$ cat config.mk
export PLATFORM = sky130hd
export DESIGN_NAME = pc_gen
export DESIGN_NICKNAME = d
export VERILOG_FILES = /design/src/rtl/pc_gen.sv
export SDC_FILE = /design/constraint.sdc
export NUM_CORES = 1
export LEC_CHECK = 0
export BUFFER_PORTS_ARGS = -buffer_cell sky130_fd_sc_hd__clkbuf_2
export CORE_ASPECT_RATIO = 2
export CORE_UTILIZATION = 49
export CTS_CLUSTER_SIZE = 14
export DETAILED_ROUTE_END_ITERATION = 8
export GPL_TIMING_DRIVEN = 0
export PLACE_DENSITY = 0.77
export SKIP_CTS_REPAIR_TIMING = 1
export SYNTH_ARGS = -nofsm -noshare
export SYNTH_HDL_FRONTEND = slang
export SYNTH_SLANG_ARGS = --single-unit
$ cat constraint.sdc
create_clock -name clk -period 2.18 [get_ports clk]
set_input_delay 0.218 -clock clk [delete_from_list [all_inputs] [get_ports clk]]
set_output_delay 0.218 -clock clk [all_outputs]
set_load 0.01 [all_outputs]
$ cat src/rtl/pc_gen.sv
// pc_gen: fetch-PC generator with a valid/ready fetch handshake.
//
// Produces the instruction-fetch address. Two redirect sources are merged:
// flush/exception (highest priority) and EX-stage branch. Every fetch carries
// an epoch bit, which flips on each applied redirect, and a sequence number,
// which advances on each accepted request. Together they let IF/ID drop
// wrong-path words.
//
// A request that is offered but not yet accepted is kept stable: pc, epoch,
// seq and fetch_valid do not move. A redirect that arrives during that hold
// is parked in a one-entry pending slot and applied at the accept.
//
// Ports:
//   clk, rst             clock (rising edge) and synchronous active-high reset
//   stall[STALL_W]       per-stage stall; only bit 0 (PC stage) is used
//   flush, flush_pc      flush/exception redirect (highest priority)
//   br_valid, br_pc      EX branch redirect
//   fetch_ready          instruction memory accepts the current request
//   fetch_valid, pc      fetch request and fetch address
//   ce                   memory chip enable; low in the BOOT cycle after reset
//   fetch_epoch          epoch of the current request
//   fetch_seq            sequence number of the current request
//   misalign             one-cycle pulse when a misaligned target is trapped
//
// Build option:
//   PC_GEN_ALIGN_CHK_EN  When defined, an applied target whose low log2(STEP)
//                        bits are non-zero loads TRAP_VEC and pulses misalign.
//                        When undefined, those bits are cleared and misalign
//                        stays 0.

module pc_gen #(
  parameter int              XLEN      = 32,
  parameter logic [XLEN-1:0] RESET_VEC = '0,
  parameter logic [XLEN-1:0] TRAP_VEC  = XLEN'(4),
  parameter int              STEP      = 4,
  parameter int              STALL_W   = 6,
  parameter int              SEQ_W     = 4
) (
  input  logic               clk,
  input  logic               rst,
  input  logic [STALL_W-1:0] stall,
  input  logic               flush,
  input  logic [XLEN-1:0]    flush_pc,
  input  logic               br_valid,
  input  logic [XLEN-1:0]    br_pc,
  input  logic               fetch_ready,
  output logic               fetch_valid,
  output logic [XLEN-1:0]    pc,
  output logic               ce,
  output logic               fetch_epoch,
  output logic [SEQ_W-1:0]   fetch_seq,
  output logic               misalign
);

`ifdef PC_GEN_ALIGN_CHK_EN
  localparam bit ALIGN_CHK = 1'b1;
`else
  localparam bit ALIGN_CHK = 1'b0;
`endif

  localparam logic [XLEN-1:0] STEP_V     = XLEN'(STEP);
  // Low bits a legal target must have clear (zero mask when STEP == 1).
  localparam logic [XLEN-1:0] ALIGN_MASK = STEP_V - XLEN'(1);

  typedef enum logic {BOOT, RUN} state_t;

  typedef struct packed {
    logic            v;
    logic            is_flush;
    logic [XLEN-1:0] tgt;
  } redir_t;

  state_t             state_q, state_d;
  redir_t             cur_rd;
  redir_t             pend_q, pend_d;
  logic [XLEN-1:0]    pc_d;
  logic               valid_d, epoch_d, mis_d;
  logic [SEQ_W-1:0]   seq_d;

  // Redirect source applied at this edge (valid only when apply_v is set).
  logic               apply_v;
  logic [XLEN-1:0]    apply_tgt;
  logic               tgt_bad;
  logic [XLEN-1:0]    tgt_fixed;

  // Bits above stall[0] belong to later pipeline stages.
  generate
    if (STALL_W > 1) begin : g_stall_hi
      logic unused_stall_hi;
      assign unused_stall_hi = ^stall[STALL_W-1:1];
    end
  endgenerate

  // Same-cycle redirect merge: flush wins over branch.
  always_comb begin
    cur_rd          = '0;
    cur_rd.v        = flush | br_valid;
    cur_rd.is_flush = flush;
    cur_rd.tgt      = flush ? flush_pc : br_pc;
  end

  // Target conditioning: trap or clear the low bits of a misaligned target.
  always_comb begin
    tgt_bad   = |(apply_tgt & ALIGN_MASK);
    tgt_fixed = apply_tgt & ~ALIGN_MASK;
    if (ALIGN_CHK && tgt_bad) tgt_fixed = TRAP_VEC;
  end

  // BOOT holds ce low for one cycle after reset. The request/redirect logic
  // does not depend on the state, because fetch_valid is already 0 in BOOT.
  always_comb begin
    state_d = state_q;
    case (state_q)
      BOOT:    state_d = RUN;
      RUN:     state_d = RUN;
      default: state_d = BOOT;
    endcase
  end

  always_comb begin
    pc_d      = pc;
    valid_d   = fetch_valid;
    epoch_d   = fetch_epoch;
    seq_d     = fetch_seq;
    pend_d    = pend_q;
    apply_v   = 1'b0;
    apply_tgt = pc;
    mis_d     = 1'b0;

    if (!fetch_valid) begin
      // Idle (stalled or BOOT): redirects land directly on pc.
      valid_d = ~stall[0];
      if (pend_q.v) begin
        apply_v   = 1'b1;
        apply_tgt = pend_q.tgt;
      end else if (cur_rd.v) begin
        apply_v   = 1'b1;
        apply_tgt = cur_rd.tgt;
      end
    end else if (fetch_ready) begin
      // Accept: a fresh redirect beats the parked one, else go sequential.
      valid_d = ~stall[0];
      seq_d   = fetch_seq + SEQ_W'(1);
      if (cur_rd.v) begin
        apply_v   = 1'b1;
        apply_tgt = cur_rd.tgt;
      end else if (pend_q.v) begin
        apply_v   = 1'b1;
        apply_tgt = pend_q.tgt;
      end else begin
        pc_d = pc + STEP_V;
      end
    end else begin
      // Held request: everything visible stays put. Park the redirect;
      // a branch must not displace a parked flush.
      if (cur_rd.v && (cur_rd.is_flush || !pend_q.v || !pend_q.is_flush))
        pend_d = cur_rd;
    end

    if (apply_v) begin
      pc_d     = tgt_fixed;
      epoch_d  = ~fetch_epoch;
      pend_d.v = 1'b0;
      mis_d    = ALIGN_CHK & tgt_bad;
    end
  end

  always_ff @(posedge clk) begin
    if (rst) begin
      state_q     <= BOOT;
      pc          <= RESET_VEC;
      fetch_valid <= 1'b0;
      fetch_epoch <= 1'b0;
      fetch_seq   <= '0;
      misalign    <= 1'b0;
      pend_q      <= '0;
    end else begin
      state_q     <= state_d;
      pc          <= pc_d;
      fetch_valid <= valid_d;
      fetch_epoch <= epoch_d;
      fetch_seq   <= seq_d;
      misalign    <= mis_d;
      pend_q      <= pend_d;
    end
  end

  assign ce = (state_q == RUN);

endmodule

Word level (Yosys, flattened, before mapping). Index checks and enable logic that the tools add are counted. W data, S select, Z words.

Register bits after elaboration: 73. Bits of input ports: 75. Output and inout bits: 40. Logic and storage cells: 54.

Add/subtract/negate cells: 2. Equality and inequality tests: 4. Mux-type cells: 21. Bitwise logic cells: 6. Reductions and logical operators: 12.

Operators with widths (count): $mux W32 (12); $add A32 B3 Y32 const B (1); $mux W1 (9); $reduce_and A6 Y1 (1); $not A1 Y1 (5); $add A4 B1 Y4 const B (1); $ne A2 B1 Y1 const B (2); $reduce_and A4 Y1 (1); $ne A3 B3 Y1 const B (1); $reduce_and A3 Y1 (1); $reduce_bool A3 Y1 (1); $logic_not A1 Y1 (2); $logic_or A1 B1 Y1 (2); $ne A2 B2 Y1 const B (1); $reduce_and A2 Y1 (1); $reduce_bool A2 Y1 (1); $reduce_or A2 Y1 (1); $logic_and A1 B1 Y1 (1); $or A1 B1 Y1 (1).

Longest topological paths before layout.
Depth in word-level cells: 6. Mapped depth: 7. Depth with buffers taken out: 6.

Least setup slack after synthesis. OpenSTA, ideal clock, no wires.

Path kind: register -> register. Start point: register pc[2]. End point: register pc[20]. Library setup time: 0.070 ns. Arrival time: 2.207 ns. Required time: 2.110 ns. Path slack: -0.097 ns. Stages on the path, launching flop included: 7. Buffers on the path: 0. Period minus slack after synthesis: 2.277 ns. Cells stage by stage: dfxtp_1 -> ha_1 -> nand4_4 -> or4_4 -> or4_1 -> a221o_1 -> a21oi_1.

Cells in the longest elaborated chain, start to end: 6.

RTL lines: start: declaration (RTL line 48) `output logic [XLEN-1:0] pc,`; start signal: assignment (RTL line 179) `pc <= pc_d;`; $add A32 B3 Y32 (RTL line 151) `pc_d = pc + STEP_V;`; $mux W32 (RTL line 147) `end else if (pend_q.v) begin`; $mux W32 (RTL line 144) `if (cur_rd.v) begin`; $mux W32 (RTL line 140) `end else if (fetch_ready) begin`; $mux W32 (RTL line 130) `if (!fetch_valid) begin`; $mux W32 (RTL line 160) `if (apply_v) begin`.

No other way between the ends. The select of a mux whose other input is x is not followed. A chain may end at the register's enable or synchronous reset.

Worst setup path in the final report.
Start point: register pc[3]. End point: register pc[20].

Same word-level chain as after synthesis.

==> metrics.txt <==
IO buf count=101; Final min period=2.20 ns; DR DRC count=6; FMAX=454 MHz; multi-input logic area=0.00301 mm²; Synth cell types=70; Cell Pwr Density=664 mW/mm²; failing checks=DRC, setup timing; gr usage total=0.415; number of global-route vias before repair=5571; final hold violations=0; io pins=115; Setup WS post-layout=-0.0220 ns; gpl congestion=0.940; Post-synth EDFFs=0; CTS sink cnt=69; fillcell total=837; core area=0.00932 mm²; routed vias/inst=7.11; P_leak=0.00224 µW; CP max FO=5; Routed Antenna Nets=0; Clock Power Share=0.390; area leader, netlist=dfxtp_1; initial core utilization=0.502; drt pass-1 iters=8; Final setup viols=1; CTS Buf Count=9; via count=6006; Die X=71.1 µm; HP Class=in2reg; drt initial violations=768; grt total ovfl=0; post-DR wirelength/cell=24.6 µm; fin. max-slew vios=0; #FFs+latches synth=69; fraction of layout cells with a size suffix above 1=0.247; P&R area growth vs syn=23.9%; Worst Max-Slew Pin Slew=0.754 ns; CTS Root Buffer Type=clkbuf_16; CTS clk-pin slew, worst paths=0.06 ns; start point of the worst hold path=stall[0]; Worst Setup Start Kind=register; Seq pwr share=0.387; final layout net count=813; largest net degree at the start of global routing=12; status=finished with violations; Die Y=140 µm; initial antenna violation count=0; Max-Cap Viols=0; RSZ-0062 raised after global routing=true; Hold Path End=fetch_valid$_SDFF_PP0_; CP Capture Type=register; WS Path Type=reg2reg; WP data arrival=2.48 ns; Tcrit/Tclk final=1.01; dpl hpwl=15200 µm; Setup crit start=pc[3]$_SDFFE_PP0P_; synth cell count leaders=dfxtp_1, nor2_1, nand2_1; worst r2r src=pc[3]$_SDFFE_PP0P_; Overall Power=3850 µW; Syn Area/Cell=7.64 µm²; # diodes=0; TritonCTS clock tree=built; Yosys top cell area share=0.295; Synth Flop Type=dfxtp_1; Sw Ratio=0.324; Worst-Skew Late Latency=0.34 ns; die area=0.00996 mm²; Setup Slack @ Placement=-0.327 ns; Synth Instances=612; clk_skew=0.00598 ns; hold depth=2; WL final=20800 µm; Worst VDD drop=0.548 mV; Synth Cell Area=0.00468 mm²; R2R depth=6; Seq. cell area=0.00139 mm²; sequential share of the synthesized area=0.295; switching power=1250 µW; Int Pwr=2600 µW; combinational fraction of design power=0.223; FP Rows=50; top cells by area, synth=dfxtp_1, a221oi_1, nor2_1, a21oi_1, nand2_1; first-pass GRT wire length=31200 µm; Slew Limit Headroom=0.497; reg2reg setup slack=-0.02 ns; H-tree levels=3; Synthesis Warnings=0; Async SR Flop Fraction=0; most common cell in the netlist=dfxtp_1; CTS max path bufs=2; CP required=2.46 ns; FF-to-FF End=pc[20]$_SDFFE_PP0P_
-- cells by family after synthesis --
logic type | Yosys count | synth area share
and+or+nand+nor | 204 | 0.211
adders and majority gates | 2 | 0.00535
AOI/OAI and AO/OA | 226 | 0.347
muxes | 18 | 0.0388
buffers and inverters | 79 | 0.0773
other | 1 | 0.000802
DFF | 69 | 0.295
xor gates and xnor gates | 13 | 0.0244
-- routing by layer --
metal | vias up | GRT usage | part of all wire
li1 | 2597 | - | -
met2 | 500 | 0.689 | 0.48
met1 | 2775 | 0.474 | 0.35
met3 | 134 | 0.0691 | 0.093
met4 | 0 | 0.295 | 0.077
met5 | - | 0 | 0
-- stage by stage --
stage	util	cells	TNS (ns)	hold slack [ns]	instance area (µm²)
2_1_floorplan	-	614	0	0.310	4700
3_3_place_gp	0.572	819	-5.57	0.394	5330
3_5_place_dp	0.572	819	-6.27	0.404	5330
4_1_cts	0.604	835	-4.43	0.0410	5630
5_1_grt	0.622	845	-0.0701	0.0502	5800
6_report	0.622	845	-0.0220	0.0497	5800
-- critical path, stage by stage, from the launching register on --
cell and delay, ns:
dfxtp_4 0.37, ha_4 0.17, nand4_4 0.16, or4_4 0.58, or4_1 0.43, a221o_1 0.32, a21oi_2 0.11
-- power by group through the flow --
stage               clock network [µW]  logic [µW]  registers, µW
floorplan                            0         452           1500
global placement                     0         796           1500
detailed placement                   0         807           1510
CTS                               1510         811           1480
global route                      1560         910           1500
finish                            1500         859           1490
-- final cells by class --
type                            count  area share
Buffer                             56      0.0520
Clock buffer                       12      0.0425
Clock inverter                      4     0.00820
Inverter                           23      0.0149
Multi-Input combinational cell    466       0.519
Sequential cell                    69       0.241
Tap cell                          104      0.0225
Timing Repair Buffer              111       0.100
-- cell usage in the layout, fill, tap and decap left out, types with 4 or more instances in the layout --
cell and count:
a221oi_1 32, dfxtp_1 63, dfxtp_2 4, o211ai_1 11, clkbuf_8 4, nor3_1 15
clkbuf_2 119, buf_4 15, nor2_1 61, a21oi_1 41, a31oi_1 4, xor2_1 7
nor2b_1 17, a211oi_1 24, nand3_1 15, nand2_1 56, xnor2_1 6, a22oi_1 20
clkbuf_16 9, nand4_1 11, inv_1 23, o21ai_0 30, mux2i_1 17, clkbuf_1 26
o22ai_1 5, a311oi_1 19
-- state kept, by name (all words and copies together) (netlist names) --
| register | count |
|---|---|
| ce | 1 |
| fetch_epoch | 1 |
| fetch_seq | 4 |
| fetch_valid | 1 |
| pc | 30 |
| pend_q | 32 |
-- how the worst max path moves through the flow --
stage	end	slack [ns]
after floorplan	pc[20]$_SDFFE_PP0P_	0.06
after global placement	pc[19]$_SDFFE_PP0P_	-0.33
after detailed placement	pc[25]$_SDFFE_PP0P_	-0.33
after CTS	pc[31]$_SDFFE_PP0P_	-0.29
after global routing	pc[20]$_SDFFE_PP0P_	-0.07
final	pc[20]$_SDFFE_PP0P_	-0.02
No activity file was read; power rests on OpenSTA's default activity.
